## src/rtl/equalizer_pkg.sv

```systemverilog
// Shared types and constants for the complex-gain equalizer.
// Sample packing everywhere: [15:0] I, [31:16] Q, signed Q1.15.
package equalizer_pkg;

    localparam int SAMPLE_W          = 16;
    localparam int COEF_FRAC         = 14;
    localparam int DEFAULT_FRAME_LEN = 8;
    localparam int ACC_W             = 2 * SAMPLE_W + 1;

    localparam logic signed [ACC_W-1:0] SAMPLE_MAX = ACC_W'((1 << (SAMPLE_W - 1)) - 1);
    localparam logic signed [ACC_W-1:0] SAMPLE_MIN = ACC_W'(-(1 << (SAMPLE_W - 1)));

    typedef struct packed {
        logic signed [SAMPLE_W-1:0] q;
        logic signed [SAMPLE_W-1:0] i;
    } cplx_t;

    typedef enum logic {
        LOAD,
        RUN
    } eq_state_e;

    function automatic logic [SAMPLE_W-1:0] sat_sample(input logic signed [ACC_W-1:0] v);
        if (v > SAMPLE_MAX) begin
            return SAMPLE_MAX[SAMPLE_W-1:0];
        end else if (v < SAMPLE_MIN) begin
            return SAMPLE_MIN[SAMPLE_W-1:0];
        end
        return v[SAMPLE_W-1:0];
    endfunction

endpackage

```

## src/rtl/eq_cmult.sv

```systemverilog
// Combinational complex multiply y = x*w with round-half-up and Q2.14 rescale.
// EQUALIZER_SAT_EN selects saturation of each component; otherwise it wraps.
module eq_cmult
    import equalizer_pkg::*;
(
    input  cplx_t x,
    input  cplx_t w,
    output cplx_t y
);

    localparam logic signed [ACC_W-1:0] ROUND = ACC_W'(1 << (COEF_FRAC - 1));

    logic signed [2*SAMPLE_W-1:0] p_ii, p_qq, p_iq, p_qi;
    logic signed [ACC_W-1:0]      acc_i, acc_q, sh_i, sh_q;

    always_comb begin
        p_ii  = $signed(x.i) * $signed(w.i);
        p_qq  = $signed(x.q) * $signed(w.q);
        p_iq  = $signed(x.i) * $signed(w.q);
        p_qi  = $signed(x.q) * $signed(w.i);
        // 33-bit sums cannot overflow even for (-1)*(-1) on both terms
        acc_i = ACC_W'(p_ii) - ACC_W'(p_qq) + ROUND;
        acc_q = ACC_W'(p_iq) + ACC_W'(p_qi) + ROUND;
        sh_i  = acc_i >>> COEF_FRAC;
        sh_q  = acc_q >>> COEF_FRAC;
    end

`ifdef EQUALIZER_SAT_EN
    assign y = cplx_t'({sat_sample(sh_q), sat_sample(sh_i)});
`else
    logic unused_high;
    assign unused_high = ^{sh_i[ACC_W-1:SAMPLE_W], sh_q[ACC_W-1:SAMPLE_W]};
    assign y = cplx_t'({sh_q[SAMPLE_W-1:0], sh_i[SAMPLE_W-1:0]});
`endif

endmodule

```

## src/rtl/equalizer_v1_0.sv

```systemverilog
// Per-bin complex equalizer: first frame after reset loads coefficients, then every
// sample k is multiplied by w[k]. Optional saturation via EQUALIZER_SAT_EN.
module equalizer_v1_0
    import equalizer_pkg::*;
#(
    parameter int FRAME_LEN = DEFAULT_FRAME_LEN
) (
    input  logic        m00_axis_aclk,
    input  logic        m00_axis_aresetn,
    output logic        m00_axis_tvalid,
    output logic [31:0] m00_axis_tdata,
    output logic [3:0]  m00_axis_tstrb,
    output logic        m00_axis_tlast,
    input  logic        m00_axis_tready,
    input  logic        s00_axis_aclk,
    input  logic        s00_axis_aresetn,
    output logic        s00_axis_tready,
    input  logic [31:0] s00_axis_tdata,
    input  logic [3:0]  s00_axis_tstrb,
    input  logic        s00_axis_tlast,
    input  logic        s00_axis_tvalid
);

    localparam int               IDX_W    = (FRAME_LEN > 1) ? $clog2(FRAME_LEN) : 1;
    localparam logic [IDX_W-1:0] LAST_IDX = IDX_W'(FRAME_LEN - 1);

    logic clk;
    logic rst_n;
    assign clk   = m00_axis_aclk;
    assign rst_n = m00_axis_aresetn;

    // Slave-side clock/reset, strobes and tlast carry no information here.
    logic unused_inputs;
    assign unused_inputs = &{1'b0, s00_axis_aclk, s00_axis_aresetn, s00_axis_tstrb, s00_axis_tlast};

    eq_state_e        state, state_next;
    logic [IDX_W-1:0] k;
    logic             in_ready, load_mode, run_mode;
    logic             advance, accept, last_word, load_write, run_accept;

    cplx_t            coef_mem [FRAME_LEN];
    cplx_t            s1_x, s1_w, prod;
    logic             s1_valid, s1_last;
    cplx_t            out_data;
    logic             out_valid, out_last;

    // Handshake: a word moves on any edge where valid and ready are both high.
    // The whole pipeline advances together when the output slot is empty or
    // being taken; in RUN the input ready is exactly that advance condition.
    assign advance    = m00_axis_tready | ~out_valid;
    assign accept     = s00_axis_tvalid & in_ready;
    assign last_word  = (k == LAST_IDX);
    assign load_write = accept & load_mode;
    assign run_accept = accept & run_mode;

    always_ff @(posedge clk or negedge rst_n) begin
        if (!rst_n) begin
            state <= LOAD;
        end else begin
            state <= state_next;
        end
    end

    always_comb begin
        state_next = state;
        if (state == LOAD && accept && last_word) begin
            state_next = RUN;
        end
    end

    always_comb begin
        in_ready  = 1'b1;
        load_mode = 1'b0;
        run_mode  = 1'b0;
        case (state)
            LOAD: load_mode = 1'b1;
            RUN: begin
                in_ready = advance;
                run_mode = 1'b1;
            end
            default: in_ready = 1'b1;
        endcase
    end

    always_ff @(posedge clk or negedge rst_n) begin
        if (!rst_n) begin
            k <= '0;
        end else if (accept) begin
            k <= last_word ? '0 : k + IDX_W'(1);
        end
    end

    always_ff @(posedge clk) begin
        if (load_write) begin
            coef_mem[k] <= cplx_t'(s00_axis_tdata);
        end
    end

    // Stage 1 holds operands, stage 2 is the output register fed by the multiplier.
    always_ff @(posedge clk or negedge rst_n) begin
        if (!rst_n) begin
            s1_valid  <= 1'b0;
            s1_last   <= 1'b0;
            s1_x      <= '0;
            s1_w      <= '0;
            out_valid <= 1'b0;
            out_last  <= 1'b0;
            out_data  <= '0;
        end else if (advance) begin
            s1_valid  <= run_accept;
            if (run_accept) begin
                s1_x    <= cplx_t'(s00_axis_tdata);
                s1_w    <= coef_mem[k];
                s1_last <= last_word;
            end
            out_valid <= s1_valid;
            if (s1_valid) begin
                out_data <= prod;
                out_last <= s1_last;
            end
        end
    end

    eq_cmult u_cmult (
        .x (s1_x),
        .w (s1_w),
        .y (prod)
    );

    assign m00_axis_tvalid = out_valid;
    assign m00_axis_tdata  = out_data;
    assign m00_axis_tlast  = out_last;
    assign m00_axis_tstrb  = 4'hF;
    assign s00_axis_tready = in_ready;

endmodule

```

## config.mk

```make
export PLATFORM = sky130hd
export DESIGN_NAME = equalizer_v1_0
export DESIGN_NICKNAME = d
export VERILOG_FILES = /design/src/rtl/equalizer_pkg.sv /design/src/rtl/eq_cmult.sv /design/src/rtl/equalizer_v1_0.sv
export SDC_FILE = /design/constraint.sdc
export NUM_CORES = 2
export LEC_CHECK = 0
export BUFFER_PORTS_ARGS = -buffer_cell sky130_fd_sc_hd__buf_2
export CAP_MARGIN = 30
export CORE_MARGIN = 5
export CORE_UTILIZATION = 40
export DETAILED_ROUTE_END_ITERATION = 7
export PLACE_DENSITY = 0.53
export SLEW_MARGIN = 20
export SYNTH_ARGS = -nofsm -noshare
export SYNTH_HDL_FRONTEND = slang
export SYNTH_SLANG_ARGS = --single-unit
```

## constraint.sdc

```tcl
create_clock -name m00_axis_aclk -period 7.45 [get_ports m00_axis_aclk]
set_input_delay 0.745 -clock m00_axis_aclk [delete_from_list [all_inputs] [get_ports m00_axis_aclk]]
set_output_delay 0.745 -clock m00_axis_aclk [all_outputs]
set_load 0.01 [all_outputs]
```

==> results.cfg <==
[outcome]
outcome = finished, violations left
violations = negative setup slack

[grt]
grt_start_max_net_pins = 64
grt_pass1_wl_um = 209500
grt_usage_pct = 20.35
overflow = 0
antenna_found_initial = 7
grt_pass1_vias = 35460

[detailed_routing]
via_per_inst = 4.814
drtIter0Drc = 1702
drc = 0
dr.pass1.iters = 5
avgRoutedWirePerCell_um = 19.82
vias = 32150
drt_wl_total_um = 132400
drtAntennaViolNets = 0

[sta]
rsz0062_at_grt = yes
finClkSkew_ns = 0.06132
setup_slack_ns = -0.07919
hold_viol_final = 0
min_period_ns = 7.529
setup_viol = 1
finalCritPeriodShare_pct = 101.1
tightest_slew_ns = 0.8114
slew_headroom_pct = 44.36
clock.fmax_ghz = 0.1328
whs_ns = 0.04100
drv_slew = 0

[clock_network]
clk_pin_slew_ns = 0.07
ctsLongestPathBuffers = 3
numCtsBuffers = 42
clock_latency_ns = 0.64
htreeDepth = 2
cts_tree = built
root_buffer = clkbuf_16
cts_sinks = 360

[synth]
ys.flop_type = edfxtp_1
ys_warn_count = 0
avgSynthCellArea_um2 = 10.76
synth_area_um2 = 50870
postSynth.asyncResetShare_pct = 28.89
yosysSeqAreaShare_pct = 20.23
synth_edf_count = 256
postSynthCellCount = 4727
ys_types = 54
ys_seq_elements = 360

[critical_path]
cp-start-kind = flop
critPathKind = reg2reg
end_kind = flop
worstPathMaxFanout = 6
cp.arrival_ns = 8.04
crit_required_ns = 7.97

[floorplan]
die_width_um = 366.6
initial_core_util_pct = 40.35
row_count = 130
die_h_um = 366.6
core-area_um2 = 126100
dieArea_um2 = 134400
ios = 82

[hold_path]
holdCritPathClass = in2async

[layout]
fillers = 11820
nNetsFinal = 6407
syn2layout_area_growth_pct = 14.58
drive_gt1_share_pct = 15.02

[placement]
pre_cts_ws_ns = -0.4433
io_buffers = 70
gp_congestion = 0.8468
hpwl_um = 105500

[flow_run]
cap_violations = 0
==> cell usage after synthesis (all sizes together), types with 32 or more instances <==
cell	number	area, um^2
inv	1223	4591
fa	1085	21720
and2	514	3216
nand2	485	1821
ha	287	3591
edfxtp	256	7687
clkbuf	216	810.8
dfrtp	104	2603
nor2	78	292.8
xnor2	75	656.9
mux4	64	1441
a21oi	54	274.0
nand2b	42	262.8
o21ai	41	224.0
mux2	37	416.7
mux2i	32	320.3
==> metal layers <==
metal | vias to the layer above | wire, um | GRT usage (%)
met5 | - | 0 | 0
met4 | 0 | 5070 | 6.838
met3 | 154 | 5757 | 2.204
met2 | 650 | 66030 | 35.05
met1 | 16940 | 55500 | 27.01
li1 | 14400 | - | -
==> per-stage QoR <==
stage / area, um^2 / utilization, % / setup TNS, ns / std cells
2_1_floorplan: 50890 / - / 0 / 4730
3_3_place_gp: 55870 / 44.32 / -3.501 / 6568
3_5_place_dp: 55870 / 44.32 / -4.050 / 6568
4_1_cts: 57680 / 45.76 / -0.2361 / 6657
5_1_grt: 58270 / 46.23 / -2.350 / 6675
6_report: 58280 / 46.23 / -0.07919 / 6678
==> cells in the final DEF (no fill, tap or decap), types with 6 or more instances in the layout <==
master	n
nor2_1	70
nand2b_1	41
clkbuf_16	43
fa_1	1062
mux4_2	64
a21oi_2	8
nor2_4	8
inv_2	18
nand2_1	479
inv_1	1202
and2_4	6
mux2i_1	32
o21ai_0	25
xnor2_1	74
dfrtp_2	17
dfrtp_1	86
a21o_1	17
buf_6	16
nor3_1	9
clkbuf_1	10
ha_1	275
xor2_1	21
and2_1	508
o21ai_1	9
buf_4	293
bufinv_16	6
fa_2	23
a21oi_1	45
edfxtp_1	256
nand3_1	8
buf_12	68
a211oi_2	6
ha_4	8
buf_2	69
mux2_2	37
==> final timing paths <==
check / startpoint / end / slack (ns) / cells after the start
worst max-delay path: s1_x[15] / m00_axis_tdata[15] / -0.08 / 24
worst min-delay path: m00_axis_aresetn / m00_axis_tdata[28] / 0.04 / 1
max in group asynchronous: m00_axis_aresetn / s1_w[0] / 6.33 / 2
worst max register to register: s1_x[15] / m00_axis_tdata[15] / -0.08 / 24
min in group m00_axis_aclk: s00_axis_tvalid / state / 0.38 / 2
worst min register to register: m00_axis_tdata[16] / m00_axis_tdata[16] / 0.47 / 2
==> cell families after synthesis <==
family          Yosys count  synth area share [%]
buf+inv                1457                 10.78
fa+ha+maj              1372                 49.76
simple gates           1160                 11.47
flops                   360                 20.23
compound gates          148                 1.820
mux                     133                 4.282
xor+xnor                 96                 1.653
other cells               1              0.007372
==> area by class of cell <==
class / count / area [um^2] / area share, %
diodes: 3 / 7.507 / 0.01288
clock buffers: 54 / 1116 / 1.915
clock inverters: 23 / 374.1 / 0.6419
inverters: 1223 / 4602 / 7.896
multi-input cells: 2913 / 35600 / 61.09
flip-flops and latches: 360 / 10310 / 17.70
well taps: 1650 / 2064 / 3.542
repair buffers: 452 / 4199 / 7.205
==> worst max-delay path, cell delays in order (launching register included) <==
cell and delay, ns:
dfrtp_2 0.47, buf_12 0.16, and2_4 0.14, fa_2 0.61, buf_6 0.11, fa_2 0.44, buf_6 0.13, fa_2 0.58
fa_1 0.45, fa_1 0.54, fa_1 0.44, fa_1 0.53, inv_2 0.04, fa_1 0.52, inv_2 0.05, ha_4 0.16
or4_4 0.52, a21oi_2 0.11, o21ai_1 0.08, a221o_1 0.44, o21ai_4 0.23, a21boi_2 0.09, o21ai_2 0.22, nand3_1 0.11
a41o_1 0.24
==> registers in the layout, indices dropped and copies added, names as in the netlist <==
| register | count |
|---|---|
| k | 3 |
| s1_valid | 1 |
| m00_axis_tlast | 1 |
| m00_axis_tvalid | 1 |
| state | 1 |
| m00_axis_tdata | 32 |
| s1_w | 32 |
| s1_x | 32 |
| s1_last | 1 |
| coef_mem | 256 |
==> repair_timing <==
action                                  in CTS  in global routing
setup buffers                               13                 18
hold buffers                                 0                  0
pin swaps                                   56                 72
resized for setup                           69                 98
gates cloned                                 0                  1
endpoints found under the setup margin      23                 21
Power is left out: the tool's default activity adds up to more than one toggle a clock period on the data nets, which glitch-free logic cannot reach.
